[src/rtl/imem_loader.sv]
// Receives a length-prefixed, XOR-checked byte stream and writes it into
// instruction memory. It holds the core in reset until the load is verified.
module imem_loader #(
  parameter int ADDR_WIDTH = 8
) (
  input  logic                  clk,
  input  logic                  reset,
  input  logic [7:0]            rx_data,
  input  logic                  rx_valid,
  output logic                  rx_ready,
  output logic                  imem_we,
  output logic [ADDR_WIDTH-1:0] imem_addr,
  output logic [31:0]           imem_wdata,
  output logic                  core_reset,
  output logic                  load_done,
  output logic                  load_error,
  output logic [ADDR_WIDTH:0]   word_count
);

  localparam logic [2:0] S_LEN_LO  = 3'd0;
  localparam logic [2:0] S_LEN_HI  = 3'd1;
  localparam logic [2:0] S_PAYLOAD = 3'd2;
  localparam logic [2:0] S_CHECK   = 3'd3;
  localparam logic [2:0] S_DONE    = 3'd4;
  localparam logic [2:0] S_ERROR   = 3'd5;

  localparam logic [ADDR_WIDTH:0] IDX_ONE  = {{ADDR_WIDTH{1'b0}}, 1'b1};
  localparam logic [31:0]         CAPACITY = 32'd1 << ADDR_WIDTH;

  logic [2:0]            state_q, state_d;
  logic [15:0]           len_q, len_d;
  logic [31:0]           asm_q, asm_d;
  logic [1:0]            byte_cnt_q, byte_cnt_d;
  logic [7:0]            csum_q, csum_d;
  logic [ADDR_WIDTH:0]   word_idx_q, word_idx_d;
  logic                  we_q, we_d;
  logic [ADDR_WIDTH-1:0] addr_q, addr_d;
  logic [31:0]           wdata_q, wdata_d;
  logic                  handshake;
  logic [15:0]           len_full;
  logic [ADDR_WIDTH:0]   idx_next;

  function automatic logic [7:0] csum_update(input logic [7:0] acc, input logic [7:0] b);
    return acc ^ b;
  endfunction

  assign rx_ready   = (state_q == S_LEN_LO) || (state_q == S_LEN_HI) ||
                      (state_q == S_PAYLOAD) || (state_q == S_CHECK);
  assign handshake  = rx_valid && rx_ready;
  assign imem_we    = we_q;
  assign imem_addr  = addr_q;
  assign imem_wdata = wdata_q;
  assign word_count = word_idx_q;
  assign load_done  = (state_q == S_DONE);
  assign load_error = (state_q == S_ERROR);
  assign core_reset = !(state_q == S_DONE);

  // Next-state, word assembly, checksum and write-strobe generation
  always_comb begin
    state_d    = state_q;
    len_d      = len_q;
    asm_d      = asm_q;
    byte_cnt_d = byte_cnt_q;
    csum_d     = csum_q;
    word_idx_d = word_idx_q;
    we_d       = 1'b0;
    addr_d     = addr_q;
    wdata_d    = wdata_q;
    len_full   = {rx_data, len_q[7:0]};
    idx_next   = word_idx_q + IDX_ONE;
    case (state_q)
      S_LEN_LO: begin
        if (handshake) begin
          len_d   = {8'd0, rx_data};
          state_d = S_LEN_HI;
        end else begin
          state_d = S_LEN_LO;
        end
      end
      S_LEN_HI: begin
        if (handshake) begin
          len_d = len_full;
          if ({16'd0, len_full} > CAPACITY) begin
            state_d = S_ERROR;
          end else if (len_full == 16'd0) begin
            state_d = S_CHECK;
          end else begin
            state_d = S_PAYLOAD;
          end
        end else begin
          state_d = S_LEN_HI;
        end
      end
      S_PAYLOAD: begin
        if (handshake) begin
          // First byte of a word ends up in bits 7:0 after four right shifts
          asm_d      = {rx_data, asm_q[31:8]};
          csum_d     = csum_update(csum_q, rx_data);
          byte_cnt_d = byte_cnt_q + 2'd1;
          if (byte_cnt_q == 2'd3) begin
            we_d       = 1'b1;
            addr_d     = word_idx_q[ADDR_WIDTH-1:0];
            wdata_d    = asm_d;
            word_idx_d = idx_next;
            if (32'(idx_next) == {16'd0, len_q}) begin
              state_d = S_CHECK;
            end else begin
              state_d = S_PAYLOAD;
            end
          end else begin
            state_d = S_PAYLOAD;
          end
        end else begin
          state_d = S_PAYLOAD;
        end
      end
      S_CHECK: begin
        if (handshake) begin
          if (rx_data == csum_q) begin
            state_d = S_DONE;
          end else begin
            state_d = S_ERROR;
          end
        end else begin
          state_d = S_CHECK;
        end
      end
      S_DONE:  state_d = S_DONE;
      S_ERROR: state_d = S_ERROR;
      default: state_d = S_ERROR;
    endcase
  end

  // State and datapath registers with synchronous reset
  always_ff @(posedge clk) begin
    if (reset) begin
      state_q    <= S_LEN_LO;
      len_q      <= 16'd0;
      asm_q      <= 32'd0;
      byte_cnt_q <= 2'd0;
      csum_q     <= 8'd0;
      word_idx_q <= {(ADDR_WIDTH+1){1'b0}};
      we_q       <= 1'b0;
      addr_q     <= {ADDR_WIDTH{1'b0}};
      wdata_q    <= 32'd0;
    end else begin
      state_q    <= state_d;
      len_q      <= len_d;
      asm_q      <= asm_d;
      byte_cnt_q <= byte_cnt_d;
      csum_q     <= csum_d;
      word_idx_q <= word_idx_d;
      we_q       <= we_d;
      addr_q     <= addr_d;
      wdata_q    <= wdata_d;
    end
  end

endmodule

[config.mk]
export PLATFORM = sky130hd
export DESIGN_NAME = imem_loader
export DESIGN_NICKNAME = d
export VERILOG_FILES = /design/src/rtl/imem_loader.sv
export SDC_FILE = /design/constraint.sdc
export NUM_CORES = 1
export LEC_CHECK = 0
export ABC_CLOCK_PERIOD_IN_PS = 2000
export CAP_MARGIN = 20
export CORE_MARGIN = 2
export CORE_UTILIZATION = 30
export DETAILED_ROUTE_END_ITERATION = 8
export GPL_ROUTABILITY_DRIVEN = 1
export SETUP_SLACK_MARGIN = 0.5
export SYNTH_ARGS = -nofsm -noshare
export SYNTH_HDL_FRONTEND = slang
export SYNTH_SLANG_ARGS = --single-unit
[constraint.sdc]
create_clock -name clk -period 2 [get_ports clk]
set_clock_uncertainty 0.2 [all_clocks]
set_input_delay 0.5 -clock clk [delete_from_list [all_inputs] [get_ports clk]]
set_output_delay 0.5 -clock clk [all_outputs]
set_load 0.05 [all_outputs]
==> impl_summary.md <==
Worst setup path
The required time at the worst-slack endpoint is 2.03 ns. The worst setup path is launched from an input port. For the worst flop-to-flop path, the logic depth is 8. Along the worst path, the maximum fanout reaches 5. The launch point of the worst reg-to-reg path is state_q[0]$_SDFF_PP0_. The critical path endpoint category is a flip-flop.

In this run the worst setup path begins at rx_data[3]. Setup slack on the worst reg-to-reg path comes out at 0.01 ns. The critical path in this run is classified as input port to flip-flop. At the worst endpoint, the arrival time is 2.11 ns.

Placement
During placement, the flow inserted port buffers numbering 64. Counting tap cells, the placed design contains a total of 752 instances. The placed instances occupy a cell area of 5251 µm². The estimated wirelength of the detail-placed design is 7.566 mm. The weighted congestion reported at the end of routability-driven placement is 0.9044.

CTS
The number of CTS-inserted buffers is 9. The number of buffers between clock root and the deepest sink is 2. The clock insertion delay at the later pin of the skew report is 0.35 ns. The clock drives 103 sinks. TritonCTS built the clock tree. The number of H-tree levels is 3. The clock input transition at the sequential cells of the worst setup and hold paths is 0.07 ns. The root buffer cell is sky130_fd_sc_hd__clkbuf_16.

Cells and area
The final net count is 636. The proportion of layout cells with a drive suffix above 1 is 60.51%. The final instance area is 7350 µm². The area growth from synthesis to layout is 78.27%.

At the end of the flow the core is filled with cells to 55.06%. The antenna diode instance count is 0. The final instance count without filler cells is 804.

Timing
Setup repair after global routing could not meet its margin everywhere. Setup violations remaining at the end of the flow were counted as 3. The actual transition at the worst max-transition pin is 0.5172 ns. The setup total negative slack is -0.1214 ns. The hold violation total from the final report was 0. The max-slew violation count came to 0.

Once routing completed, OpenROAD measured the worst setup slack at -0.07557 ns. The max-slew headroom at the worst pin is 65.46%. The part of the cycle the worst path needs is 103.8%. The shortest clock period the worst path allows after layout is 2.076 ns.

The maximum clock frequency is 0.4818 GHz.

Yosys
The number of warnings printed during yosys synthesis is 0. Synthesis produced a netlist with a net count of 523. The synthesized design spends more area on one cell type than any other, namely sky130_fd_sc_hd__dfxtp_1. The post-synthesis register bit count is 103.

In this run the biggest area consumer among cell types represents 50.02% of the synthesized area. Sequential cells were found to cover 50.02% of the synthesized design area. The gate count of the mapped netlist is 510. By count the netlist is led by sky130_fd_sc_hd__nand2_1 (164), sky130_fd_sc_hd__dfxtp_1 (103), sky130_fd_sc_hd__a21oi_1 (84), sky130_fd_sc_hd__nor2_1 (20). The proportion of synthesized flip-flops having asynchronous set or reset is 0%. The number of different library cells in the post-synthesis netlist is 38.

The post-synthesis average cell area is 8.084 µm². The most used flip-flop cell after synthesis is sky130_fd_sc_hd__dfxtp_1. Yosys instantiated no cell more often than sky130_fd_sc_hd__nand2_1. Counting flops with a built-in enable in the synthesized netlist gives 0. By area the synthesized netlist is led by sky130_fd_sc_hd__dfxtp_1 (50%), sky130_fd_sc_hd__nand2_1 (15%), sky130_fd_sc_hd__a21oi_1 (10%). The cell area after technology mapping is 4123 µm².

Power
Across the VDD grid, the largest voltage drop is 0.3274 mV. Power spread over the standard cell area amounts to 557.5 nW/µm². The cell leakage power is 3.288 nW. The total power of the final layout is 4.098 mW.

Floorplan
The I/O pin count is 65. Measured along the y axis, the die boundary spans 121.2 µm. The site row count is 42. The full die area is 14700 µm². The initial utilization of the core area, before any placement, comes to 30.89%. The region available for standard cell placement spans 13350 µm².

Measured along the x axis, the die boundary spans 121.2 µm.

Drt
The first routing iteration left 210 violations. The detailed-route DRC error count is 0. After detailed routing, the total wire length is 12.90 mm. The routed length per instance is 16.04 µm. Dividing the detail-routed via count by the number of cells gives 4.894.

For this block, the via count after detailed routing is 3935. The remaining antenna violation count is 0. The first TritonRoute pass finished after 5 iterations.

GRT
The overall routing resource usage is 15.43%. The first global-routing pass estimated 17.88 mm of wire. The initial antenna violation count is 0. The via count of the first global-routing pass is 3546. The pin count of the biggest net entering global routing is 51. The global-route congestion overflow total is 0.

Hold path
Counting instances, the worst hold path has a depth of 2. The path class of the tightest hold or removal check is flip-flop to flip-flop. The startpoint of the tightest hold check path is asm_q[10]$_SDFFE_PP0P_.

Outcome
The checks that failed: setup timing. The flow ran to the end, but the final reports show violations.

Job
The count of max-cap constraint violations is 0.
## report_power, final
group | switching, mW | leakage [nW] | internal, mW
registers | 0.0161 | 0.862 | 2.05
clock network | 0.821 | 0.141 | 0.861
logic | 0.204 | 2.28 | 0.141
total | 1.04 | 3.29 | 3.06
## routing by layer
metal	wire length [µm]	GRT usage [%]	part of all wire [%]	vias up
met2	6556	24.40	51	102
met4	240	4.957	1.9	0
met5	0	0	0	-
met1	5583	20.58	43	1896
li1	-	-	-	1917
met3	516	3.994	4.0	20
## cell families (layout without fill, tap and decap cells)
logic type / count (synthesis) / in the layout / share of synthesized area, %
mux: 1 / 1 / 0.2428
buf+inv: 41 / 159 / 5.038
fa+ha+maj: 2 / 2 / 0.6069
xor+xnor: 38 / 38 / 8.073
flops: 103 / 103 / 50.02
compound gates: 96 / 96 / 12.81
simple gates: 229 / 229 / 23.22
## cell usage in the layout (no fill, tap or decap), types with 2 or more instances in the layout
master / n
sky130_fd_sc_hd__o41ai_2: 2
sky130_fd_sc_hd__nand2_2: 16
sky130_fd_sc_hd__clkbuf_16: 17
sky130_fd_sc_hd__nand3_4: 4
sky130_fd_sc_hd__inv_1: 2
sky130_fd_sc_hd__nand3_1: 6
sky130_fd_sc_hd__o21a_1: 2
sky130_fd_sc_hd__nand2_1: 88
sky130_fd_sc_hd__or4_4: 2
sky130_fd_sc_hd__dfxtp_4: 10
sky130_fd_sc_hd__clkinv_2: 2
sky130_fd_sc_hd__xnor2_1: 18
sky130_fd_sc_hd__xor2_2: 2
sky130_fd_sc_hd__dfxtp_1: 48
sky130_fd_sc_hd__nor3_1: 6
sky130_fd_sc_hd__nand4_1: 5
sky130_fd_sc_hd__buf_8: 45
sky130_fd_sc_hd__buf_6: 11
sky130_fd_sc_hd__nor2_1: 19
sky130_fd_sc_hd__nor4_1: 2
sky130_fd_sc_hd__buf_4: 44
sky130_fd_sc_hd__or3_4: 2
sky130_fd_sc_hd__dfxtp_2: 45
sky130_fd_sc_hd__nand2_4: 58
sky130_fd_sc_hd__xor2_1: 17
sky130_fd_sc_hd__inv_6: 4
sky130_fd_sc_hd__buf_12: 21
sky130_fd_sc_hd__nand3_2: 7
sky130_fd_sc_hd__a21oi_2: 68
sky130_fd_sc_hd__a31oi_1: 2
sky130_fd_sc_hd__a21oi_1: 16
sky130_fd_sc_hd__nand2_8: 2
sky130_fd_sc_hd__clkdlybuf4s50_1: 4
sky130_fd_sc_hd__dlygate4sd2_1: 3
## sequential cells by signal, summed over array words and instances (netlist names)
signal	count
state_q	3
imem_addr	8
asm_q	24
word_count	9
byte_cnt_q	2
csum_q	8
imem_we	1
imem_wdata	32
len_q	16
## through the flow
step                hold WS (ns)  setup slack [ns]
global placement          0.2402           -0.3041
detailed placement        0.2476           -0.3699
finish                    0.2729          -0.07557
floorplan                 0.2316          -0.03886
global route              0.2911          -0.06256
CTS                       0.2558          -0.05058
## critical path, cell delays in order
cell,delay [ns]
sky130_fd_sc_hd__clkdlybuf4s50_1,0.45
sky130_fd_sc_hd__buf_4,0.21
sky130_fd_sc_hd__nor3_1,0.19
sky130_fd_sc_hd__nand2_1,0.15
sky130_fd_sc_hd__o41ai_2,0.30
sky130_fd_sc_hd__a31o_1,0.21
sky130_fd_sc_hd__o41ai_2,0.08
## area by class of cell
class,count,area (µm²)
fillers,1127,5998
multi-input cells,366,2814
flip-flops and latches,103,2156
repair buffers,139,1862
clock buffers,9,225.2
well taps,176,220.2
clock inverters,7,53.80
inverters,4,18.77
## final timing paths
kind | end
max | state_q[0]$_SDFF_PP0_
min | imem_wdata[2]$_SDFFE_PP0P_
max reg2reg | word_count[0]$_SDFFE_PP0P_
min reg2reg | imem_wdata[2]$_SDFFE_PP0P_
## what timing repair did
item	CTS	global route
setup endpoints to repair	157	157
resized for setup	164	228
hold buffers	0	0
pin swaps	11	70
buffers inserted	11	15
gates cloned	1	9
endpoints found under the hold margin	0	0
Note: power is estimated with default switching activity, not from simulation.
